--- src/rtl/mem_arbiter.sv ---
// Single-port memory arbiter: shares one external bus between instruction
// fetch and load/store, data first, with a per-access timeout abort.
module mem_arbiter #(
    parameter int unsigned TIMEOUT  = 16,
    parameter logic [31:0] ERR_WORD = 32'h0000_0013
) (
    input  logic        clk,
    input  logic        rst,
    input  logic        i_req,
    input  logic [31:0] i_addr,
    output logic        i_ready,
    output logic [31:0] i_rdata,
    input  logic        d_ren,
    input  logic        d_wen,
    input  logic [31:0] d_addr,
    input  logic [31:0] d_wdata,
    input  logic [3:0]  d_strobe,
    output logic        d_ready,
    output logic [31:0] d_rdata,
    output logic        bus_ren,
    output logic        bus_wen,
    output logic [31:0] bus_addr,
    output logic [31:0] bus_wdata,
    output logic [3:0]  bus_strobe,
    input  logic [31:0] bus_rdata,
    input  logic        bus_busy,
    output logic        busy,
    output logic        bus_err
);

    localparam int unsigned     CNT_W    = 8;
    localparam logic [CNT_W-1:0] CNT_LAST = CNT_W'(TIMEOUT - 1);

    typedef enum logic [1:0] {
        S_IDLE  = 2'd0,
        S_FETCH = 2'd1,
        S_DATA  = 2'd2
    } state_t;

    state_t            r_state;
    state_t            w_state_nxt;
    logic [CNT_W-1:0]  r_cnt,        w_cnt_nxt;
    logic              r_bus_ren,    w_bus_ren_nxt;
    logic              r_bus_wen,    w_bus_wen_nxt;
    logic [31:0]       r_bus_addr,   w_bus_addr_nxt;
    logic [31:0]       r_bus_wdata,  w_bus_wdata_nxt;
    logic [3:0]        r_bus_strobe, w_bus_strobe_nxt;
    logic              r_i_ready,    w_i_ready_nxt;
    logic              r_d_ready,    w_d_ready_nxt;
    logic [31:0]       r_i_rdata,    w_i_rdata_nxt;
    logic [31:0]       r_d_rdata,    w_d_rdata_nxt;
    logic              r_busy,       w_busy_nxt;
    logic              r_bus_err,    w_bus_err_nxt;

    // State register
    always_ff @(posedge clk) begin
        if (rst) begin
            r_state <= S_IDLE;
        end else begin
            r_state <= w_state_nxt;
        end
    end

    // Next-state and next-output logic; access ends on bus idle or timeout
    always_comb begin
        w_state_nxt      = r_state;
        w_cnt_nxt        = r_cnt;
        w_bus_ren_nxt    = r_bus_ren;
        w_bus_wen_nxt    = r_bus_wen;
        w_bus_addr_nxt   = r_bus_addr;
        w_bus_wdata_nxt  = r_bus_wdata;
        w_bus_strobe_nxt = r_bus_strobe;
        w_i_ready_nxt    = 1'b0;
        w_d_ready_nxt    = 1'b0;
        w_i_rdata_nxt    = r_i_rdata;
        w_d_rdata_nxt    = r_d_rdata;
        w_bus_err_nxt    = r_bus_err;

        case (r_state)
            S_IDLE: begin
                if (d_ren || d_wen) begin
                    w_state_nxt      = S_DATA;
                    w_cnt_nxt        = '0;
                    w_bus_ren_nxt    = ~d_wen;
                    w_bus_wen_nxt    = d_wen;
                    w_bus_addr_nxt   = d_addr;
                    w_bus_wdata_nxt  = d_wdata;
                    w_bus_strobe_nxt = d_strobe;
                end else if (i_req) begin
                    w_state_nxt      = S_FETCH;
                    w_cnt_nxt        = '0;
                    w_bus_ren_nxt    = 1'b1;
                    w_bus_wen_nxt    = 1'b0;
                    w_bus_addr_nxt   = i_addr;
                    w_bus_wdata_nxt  = '0;
                    w_bus_strobe_nxt = 4'hF;
                end
            end
            S_FETCH, S_DATA: begin
                if (!bus_busy || (r_cnt == CNT_LAST)) begin
                    w_state_nxt   = S_IDLE;
                    w_bus_ren_nxt = 1'b0;
                    w_bus_wen_nxt = 1'b0;
                    if (r_state == S_FETCH) begin
                        w_i_ready_nxt = 1'b1;
                        w_i_rdata_nxt = bus_busy ? ERR_WORD : bus_rdata;
                    end else begin
                        w_d_ready_nxt = 1'b1;
                        if (bus_busy) begin
                            w_d_rdata_nxt = ERR_WORD;
                        end else if (!r_bus_wen) begin
                            w_d_rdata_nxt = bus_rdata;
                        end
                    end
                    if (bus_busy) begin
                        w_bus_err_nxt = 1'b1;
                    end
                end else begin
                    w_cnt_nxt = r_cnt + CNT_W'(1);
                end
            end
            default: begin
                w_state_nxt   = S_IDLE;
                w_bus_ren_nxt = 1'b0;
                w_bus_wen_nxt = 1'b0;
            end
        endcase

        w_busy_nxt = (w_state_nxt != S_IDLE);
    end

    // Output and datapath registers
    always_ff @(posedge clk) begin
        if (rst) begin
            r_cnt        <= '0;
            r_bus_ren    <= 1'b0;
            r_bus_wen    <= 1'b0;
            r_bus_addr   <= '0;
            r_bus_wdata  <= '0;
            r_bus_strobe <= '0;
            r_i_ready    <= 1'b0;
            r_d_ready    <= 1'b0;
            r_i_rdata    <= '0;
            r_d_rdata    <= '0;
            r_busy       <= 1'b0;
            r_bus_err    <= 1'b0;
        end else begin
            r_cnt        <= w_cnt_nxt;
            r_bus_ren    <= w_bus_ren_nxt;
            r_bus_wen    <= w_bus_wen_nxt;
            r_bus_addr   <= w_bus_addr_nxt;
            r_bus_wdata  <= w_bus_wdata_nxt;
            r_bus_strobe <= w_bus_strobe_nxt;
            r_i_ready    <= w_i_ready_nxt;
            r_d_ready    <= w_d_ready_nxt;
            r_i_rdata    <= w_i_rdata_nxt;
            r_d_rdata    <= w_d_rdata_nxt;
            r_busy       <= w_busy_nxt;
            r_bus_err    <= w_bus_err_nxt;
        end
    end

    assign i_ready    = r_i_ready;
    assign i_rdata    = r_i_rdata;
    assign d_ready    = r_d_ready;
    assign d_rdata    = r_d_rdata;
    assign bus_ren    = r_bus_ren;
    assign bus_wen    = r_bus_wen;
    assign bus_addr   = r_bus_addr;
    assign bus_wdata  = r_bus_wdata;
    assign bus_strobe = r_bus_strobe;
    assign busy       = r_busy;
    assign bus_err    = r_bus_err;

endmodule
--- config.mk ---
export PLATFORM = sky130hd
export DESIGN_NAME = mem_arbiter
export DESIGN_NICKNAME = d
export VERILOG_FILES = /design/src/rtl/mem_arbiter.sv
export SDC_FILE = /design/constraint.sdc
export NUM_CORES = 1
export LEC_CHECK = 0
export ABC_AREA = 1
export CAP_MARGIN = 30
export CORE_AREA = 2 2 98 194
export CTS_BUF_LIST = sky130_fd_sc_hd__clkbuf_4
export DETAILED_ROUTE_END_ITERATION = 6
export DIE_AREA = 0 0 100 196
export PLACE_DENSITY_LB_ADDON = 0.3
export SLEW_MARGIN = 30
export SYNTH_ARGS = -nofsm -noshare
export SYNTH_HDL_FRONTEND = slang
export SYNTH_SLANG_ARGS = --single-unit
--- constraint.sdc ---
create_clock -name clk -period 2.1 [get_ports clk]
set_input_delay 0.42 -clock clk [delete_from_list [all_inputs] [get_ports clk]]
set_output_delay 0.42 -clock clk [all_outputs]
set_load 0.1 [all_outputs]
Word level (Yosys, flattened, before mapping)
Cells that the tools add are included.
Operators by class
  add/sub/neg operators: 1
  multipliers: 0
  div/mod/pow operators: 0
  $lt $le $gt $ge: 0
  equal/unequal tests: 7
  shift-type cells: 0
  mux-type cells: 26
  bitwise logic cells: 4
  reduce and logical (&&, ||, !) cells: 15
Operator list (count)
  32-bit 2-to-1 mux: 7
  8-bit 2-to-1 mux: 3
  8-bit one-hot mux with 2 select lines: 1
  3-bit AND reduction: 3
  8-bit by 1-bit adder with 8-bit output (second input constant): 1
  8-bit by 4-bit equality test with 1-bit output (second input constant): 1
  4-bit 2-to-1 mux: 2
  1-bit 2-to-1 mux: 7
  2-bit 2-to-1 mux: 3
  2-bit != test (second input constant): 3
  2-bit nonzero test: 3
  1-bit inverter: 4
  1-bit one-hot mux with 2 select lines: 2
  2-bit one-hot mux with 2 select lines: 1
  2-bit AND reduction: 2
  4-bit AND reduction: 1
  3-bit != test (second input constant): 1
  3-bit OR reduction: 1
  2-bit by 1-bit equality test with 1-bit output (second input constant): 1
  2-bit equality test (second input constant): 1
  2-bit logical NOT: 1
  1-bit logical OR: 2
  2-bit OR reduction: 1
  1-bit logical NOT: 1
Storage, ports and cells
  flip-flop bits (word level): 148
  latch bits: 0
  memory bits (writable): 0
  bits in read-only memories: 0
  logic and storage cells: 66
  memories kept: 0

Depth between registers and ports, before layout
Gate-level depths: netlist of the first run.
  depth in word-level cells: 5
  depth in mapped cells: 11
  mapped depth without buffers: 11

Least setup slack after synthesis of the first run
No wires, ideal clock.
  kind: flip-flop to flip-flop
  start point: register r_bus_wen, in the netlist bus_wen
  end point: register r_d_rdata[1], in the netlist d_rdata[1]
  data arrival time: 1.702 ns
  data required time: 2.030 ns
  setup slack: 0.327 ns
  cell stages (with the launch flop): 6
  cell sequence: dfxtp_1 -> a21oi_2 -> nand3_1 -> buf_2 -> nand2_1 -> a21oi_1
On the way
  word-level cells in the longest chain between the ends: 2
RTL lines
  start: declaration: RTL line 44  | logic r_bus_wen, w_bus_wen_nxt;
  start signal: assignment: RTL line 150  | r_bus_wen <= w_bus_wen_nxt;
  2-bit != test (no line)
  4-bit AND reduction (no line)
  end signal: assignment: RTL line 157  | r_d_rdata <= w_d_rdata_nxt;
  end: declaration: RTL line 51  | logic [31:0] r_d_rdata, w_d_rdata_nxt;
No other way between the ends.
A chain may end at the register's enable or synchronous reset.

Worst setup path after layout of the first run
  start point: register r_state[1]
  end point: register r_cnt[6]
On the way
  word-level cells in the longest chain between the ends: 4
  elaborated cells between the ends (all ways): 9
  those cells by class: eq/ne: 4; mux: 1; reduce/logical: 4
RTL lines
  start: declaration: RTL line 40  | state_t r_state;
  start signal: assignment: RTL line 60  | r_state <= w_state_nxt;
  2-bit by 1-bit equality test with 1-bit output / 2-bit equality test (equally long branches): RTL line 79  | case (r_state)
  2-bit OR reduction: RTL line 79
  2-bit != test (no line) / 2-bit nonzero test (equally long branches)
  3-bit AND reduction (no line)
  end signal: assignment: RTL line 148  | r_cnt <= w_cnt_nxt;
  end: declaration: RTL line 42  | logic [CNT_W-1:0] r_cnt, w_cnt_nxt;
Several ways; a longest one is shown, not always the timed one.

==> out/results.ini, run 1 <==
[outcome]
status=complete, no violations

[power]
p_clk_share_pct=26.8
seqPwrFrac_pct=41.7
power.net_switching_mw=2.79
power.leakage_nw=3.91
p_per_area_nw_per_um2=806
swShare_pct=38.0
p_int_mw=4.55
p_comb_share_pct=31.5
ir_drop_mv=0.400

[detailed_routing]
routed_wirelength_um=20400
drtIter0Drc=295
routedWlPerCell_um=15.4
drt_pass1_iterations=5
avgViaCountPerCell=4.95
ant_nets=0
remaining_drc_errors=0
num_vias=6540

[clocking]
cts_max_level=4
cts_buffer_depth=2
cts_resized=0
clock_latency_ns=0.54
cts_setup_buffers=0
numCtsBuffers=17
clock-root-buffer=clkbuf_4
tritoncts=built
clock-sinks=148
cts.clk_slew.worst_paths_ns=0.12
cts_hold_buf=0

[synthesis]
ys_types=27
synth_top_family_by_area=simple AND/OR/NAND/NOR gates
synth_compound_area_share_pct=15.5
synthFlopType=dfxtp_1
yosysSeqAreaShare_pct=47.5
synth_fa_ha_area_share_pct=0.802
synth-seq-cells=148
synthSimpleGateAreaFrac_pct=26.6
yosysWarnings=0
avgSynthCellArea_um2=7.40
synth_edf_count=0
netlist_instances=843
syn_area_um2=6240
synth-async-reset-ratio_pct=0
synth_nets=985
synth_mux_area_share_pct=0
synthXorXnorAreaFrac_pct=0

[setup_path]
arrival_ns=2.29
worstSetupPathType=reg -> reg
end_kind=flip-flop
cp_max_fo=9
cp_data_required_time_ns=2.57
cp-start-kind=flip-flop

[floorplan]
ios=276
fp.dieH_um=196
num_rows=70
core_area_um2=18200
die-area_um2=19600
start_util_pct=34.3
die_w_um=100

[cells_and_area]
area_delta_synth_final_pct=45.8
layout-drive-gt1-share_pct=18.7
finish.utilization_pct=50.0
layout_commonest_cell=nand2_1
nNetsFinal=1235
layout_common_cells=nand2_1 (231), buf_4 (159), dfxtp_1 (148), clkdlybuf4s50_1 (136), a21oi_1 (101)

[global_routing]
grt_overflow=0
grt_antenna_before_repair=1
grt_first_pass_wirelength_um=31600
gr-usage-all-layers_pct=20.3
grt_pass1_vias=6313
grt_max_degree=66

[sta]
setup_viol=0
worst_pin_slew_ns=0.724
hold_viol=0
skew_ns=0.0198
period_needed_ns=1.82
rsz0062_at_grt=no
slew_headroom_pct=51.8
tns_ns=0
slew_viol_final=0
fmax_mhz=548
fin_crit_sh_pct=86.9

[placement]
hpwl_um=14600
port_buffers=275
place_congestion=0.809

[job]
maxCapViolations=0

[min_path]
hold_class=in -> reg

[sequential cells by signal (all words and copies together) (netlist names), 2 cells and up]
signal / flops
d_rdata: 32
bus_wdata: 32
i_rdata: 32
bus_addr: 32
r_cnt: 8
r_state: 2
bus_strobe: 4
[worst max-delay path, stage by stage, from the launching register on]
cell     delay [ns]
dfxtp_1        0.37
inv_1          0.09
ha_2           0.48
inv_1          0.18
nand2_1        0.09
nand2_1        0.08
inv_4          0.07
nand2_1        0.13
inv_1          0.12
nor2_1         0.05
nor2_1         0.09
[logic make-up after synthesis]
group | after synthesis
fa+ha+maj | 4
buf+inv | 129
flops | 148
simple gates | 384
compound gates | 178
[layer usage]
metal / up-vias / GRT usage (%) / share of wire [%]
met4: 0 / 9.28 / 3.1
met1: 2985 / 20.7 / 37
met3: 37 / 3.95 / 5.0
li1: 3289 / - / -
met2: 229 / 38.8 / 55
met5: - / 0 / 0
[path summary, 6_finish.rpt]
| path | start | endpoint | slack, ns | cells past startpoint |
|---|---|---|---|---|
| min | rst | r_state[1] | 0.21 | 4 |
| max reg2reg | r_state[1] | r_cnt[6] | 0.28 | 10 |
| max | r_state[1] | r_cnt[6] | 0.28 | 10 |
| min reg2reg | i_rdata[0] | i_rdata[0] | 0.47 | 2 |
[cell type report]
cell class | instances | area, um2
Antenna cell | 1 | 2.50
Clock buffer | 19 | 143
Clock inverter | 12 | 163
Fill cell | 1803 | 9120
Inverter | 60 | 228
Multi-Input combinational cell | 566 | 2680
Sequential cell | 148 | 2960
Tap cell | 216 | 270
Timing Repair Buffer | 300 | 2660
[per-stage QoR]
stage | power (mW) | hold WS, ns | area (um2) | worst slack [ns] | std cells
floorplan | 4.76 | 0.467 | 6240 | 0.327 | 843
global placement | 5.44 | 0.449 | 8790 | 0.114 | 1290
detailed placement | 5.44 | 0.452 | 8790 | 0.0723 | 1290
CTS | 7.43 | 0.143 | 9100 | 0.246 | 1321
global route | 7.65 | 0.186 | 9100 | 0.117 | 1322
finish | 7.34 | 0.208 | 9100 | 0.276 | 1322
[power by group through the flow]
stage               Sequential [mW]  Combinational [mW]  Clock [mW]
floorplan                      4.21               0.551           0
global placement               3.12                2.31           0
detailed placement             3.12                2.32           0
CTS                            3.06                2.32        2.04
global route                   3.08                2.43        2.13
finish                         3.06                2.31        1.96
[cells in the mapped netlist, drive strengths merged (4+ instances only)]
cell / count / area [um2]
nand3: 15 / 85.1
buf: 37 / 225
ha: 4 / 50.1
nor3: 7 / 35.0
clkbuf: 32 / 150
nand2: 233 / 885
dfxtp: 148 / 2960
inv: 60 / 228
nand4: 64 / 400
nor2: 64 / 248
a21oi: 103 / 531
a31oi: 33 / 206
o21ai: 39 / 195
Power figures use the tool's default switching activity.
==> run 2, diff against run 1 <==
Settings changed: GPL_ROUTABILITY_DRIVEN from default to 0.
==> results of run 2 <==
Same layout as run 1: the final DEF is identical, and so are final timing and power.
==> RTL edit: new RTL, flow settings as in run 1 <==
`CNT_W`: 8 -> 9.
--- a/src/rtl/mem_arbiter.sv
+++ b/src/rtl/mem_arbiter.sv
@@ -30,3 +30,3 @@
 
-    localparam int unsigned     CNT_W    = 8;
+    localparam int unsigned     CNT_W    = 9;
     localparam logic [CNT_W-1:0] CNT_LAST = CNT_W'(TIMEOUT - 1);
Behaviour: no difference found for any inputs over 4 cycles, from zero or initial values and one cycle with rst high; that may be too few to reach the edited logic, so the function may still have changed.
==> RTL edit against run 1 <==
  * Cell area is 0.43% higher
  * Wire length shrank 2.9%
  * Via count shrank 2.8%
  * Hold slack better by 180 ps
  * Setup slack better by 55 ps
  * Critical path depth fell by 2
  * Core utilization grew 0.21 points
  * Count of clock-buffer cells in the layout did not move
  * Global-route usage shrank 0.40 points
  * Area after synthesis decreased by 2.0%
  * Maximum frequency rose by 3.1%
  * Highest routed layer unchanged
  * Sequential cell count increased by 1
  * Total power up 5.1%
  * Sequential share of layout area is 0.081 points higher
==> RTL edit: results (changes against run 1) <==
- The flow ran to the end, and the final reports show no timing, DRC or antenna violations.
- The post-layout net count was 1238 (+0.24%).
- The net count after synthesis was 980 (-0.51%).
- The worst slew margin relative to its limit is 0.684 (+0.166).
- The per-cell routed wire length is 14.9 um (-3.1%).
- The predominant post-synthesis flop cell is sky130_fd_sc_hd__dfxtp_1.
- The largest voltage drop on the vdd net is 0.510 mV (+28%).
- Ranked by instance count, the synthesized netlist is headed by 260 x sky130_fd_sc_hd__nand2_1, 149 x sky130_fd_sc_hd__dfxtp_1, 102 x sky130_fd_sc_hd__a21oi_1.
- The via count is 6359 (-2.8%).
- The post-synthesis compound-gate area fraction is 0.158 (+0.00323).
- The cell total after placement is 1293 (+0.23%).
- The worst-path maximum fanout is 32 (+23).
- After synthesis, the cell types taking the most area are sky130_fd_sc_hd__dfxtp_1 49%, sky130_fd_sc_hd__nand2_1 16%, sky130_fd_sc_hd__a21oi_1 8.4%, sky130_fd_sc_hd__o21ai_0 3.5%, sky130_fd_sc_hd__nor2_1 3.4%.
- The wire length of the first global-routing pass is 30800 um (-2.5%).
- The sequential fraction of the synthesis area came to 0.488 (+0.0132).
- The number of global-route vias before repair is 6251 (-0.98%).
- The largest clock skew in the final design is 15.0 ps (-4.84 ps).
- The HPWL after detailed placement is 14300 um (-1.5%).
- The cell with the biggest individual delay on the critical path is sky130_fd_sc_hd__dfxtp_1.
- The iteration-0 DRC count of the detailed router was 252 (-15%).
- The reported leakage power is 3.89 nW (-0.27%).
- The pin count of the biggest net entering global routing is 100 (+52%).
- The overall global routing resource usage is 0.199 (-0.00405).
- The later pin in the worst-skew pair is clocked with a latency of 550 ps.
- The share of layout cells above drive strength 1 came to 0.190 (+0.00220).
- Among cell families on the critical path, the largest total delay comes from buffers and inverters.
- The peak per-stage delay on the critical path came to 410 ps (-70 ps).
- The final weighted congestion in routability-driven placement is 0.893 (+10%).
- The pre-CTS setup slack came to 60.9 ps (-11.5 ps).
- The average via count per standard cell is 4.80 (-3.0%).
- The total negative slack for setup checks is 0 ps (unchanged).
- The synthesized-area fraction occupied by adder cells came to 0.00819 (+0.000167).
- The clock-pin slew on the worst setup and hold paths is 130 ps.
- The iteration count of the initial detailed-routing pass is 4 (-1).
- The post-placement cell area is 8810 um^2 (+0.19%).
==> RTL edit: cell count changes after synthesis, moves of 4 or more <==
cell	change
sky130_fd_sc_hd__nand2_1	+29
sky130_fd_sc_hd__buf_4	-8
sky130_fd_sc_hd__nor2_1	-7
sky130_fd_sc_hd__buf_2	+6
sky130_fd_sc_hd__o21ai_0	+4
sky130_fd_sc_hd__nand4_1	-31
==> RTL edit: power breakdown <==
| group | leakage (nW) | switching (mW) | internal, mW | total [mW] |
|---|---|---|---|---|
| logic | 2.51 | 1.83 | 0.686 | 2.51 |
| registers | 1.22 | 0.107 | 3.01 | 3.12 |
| clock network | 0.170 | 1.01 | 1.07 | 2.08 |
| total | 3.89 | 2.95 | 4.76 | 7.71 |
==> RTL edit: cells by family (layout without fill, tap and decap cells) <==
logic type / after synthesis / after routing
AO/OA/AOI/OAI: 181 / 181
adder cells (fa/ha/maj): 4 / 4
buffers and inverters: 119 / 389
flip-flops: 149 / 149
other: 0 / 1
AND/OR/NAND/NOR: 385 / 385
==> RTL edit: worst paths after layout <==
path,endpoint,from,slack (ps),depth (start not counted)
max,d_rdata[6],r_cnt[0],330,8
min,bus_wdata[19],rst,390,3
max reg2reg,d_rdata[6],r_cnt[0],330,8
min reg2reg,i_rdata[1],i_rdata[1],460,2
==> RTL edit: cell type report <==
class,count,area [um^2]
Fill cell,1828,9080
Timing Repair Buffer,301,2700
Clock inverter,12,185
Clock buffer,19,143
Tap cell,216,270
Antenna cell,1,2.50
Inverter,57,214
Multi-Input combinational cell,570,2640
Sequential cell,149,2980
==> RTL edit: per-layer routing <==
metal  track usage  vias to the layer above  part of all wire
li1              -                     3252                 -
met1         0.197                     2828              0.36
met2         0.377                      238              0.54
met3        0.0517                       41             0.062
met4        0.0928                        0             0.032
met5             0                        -                 0
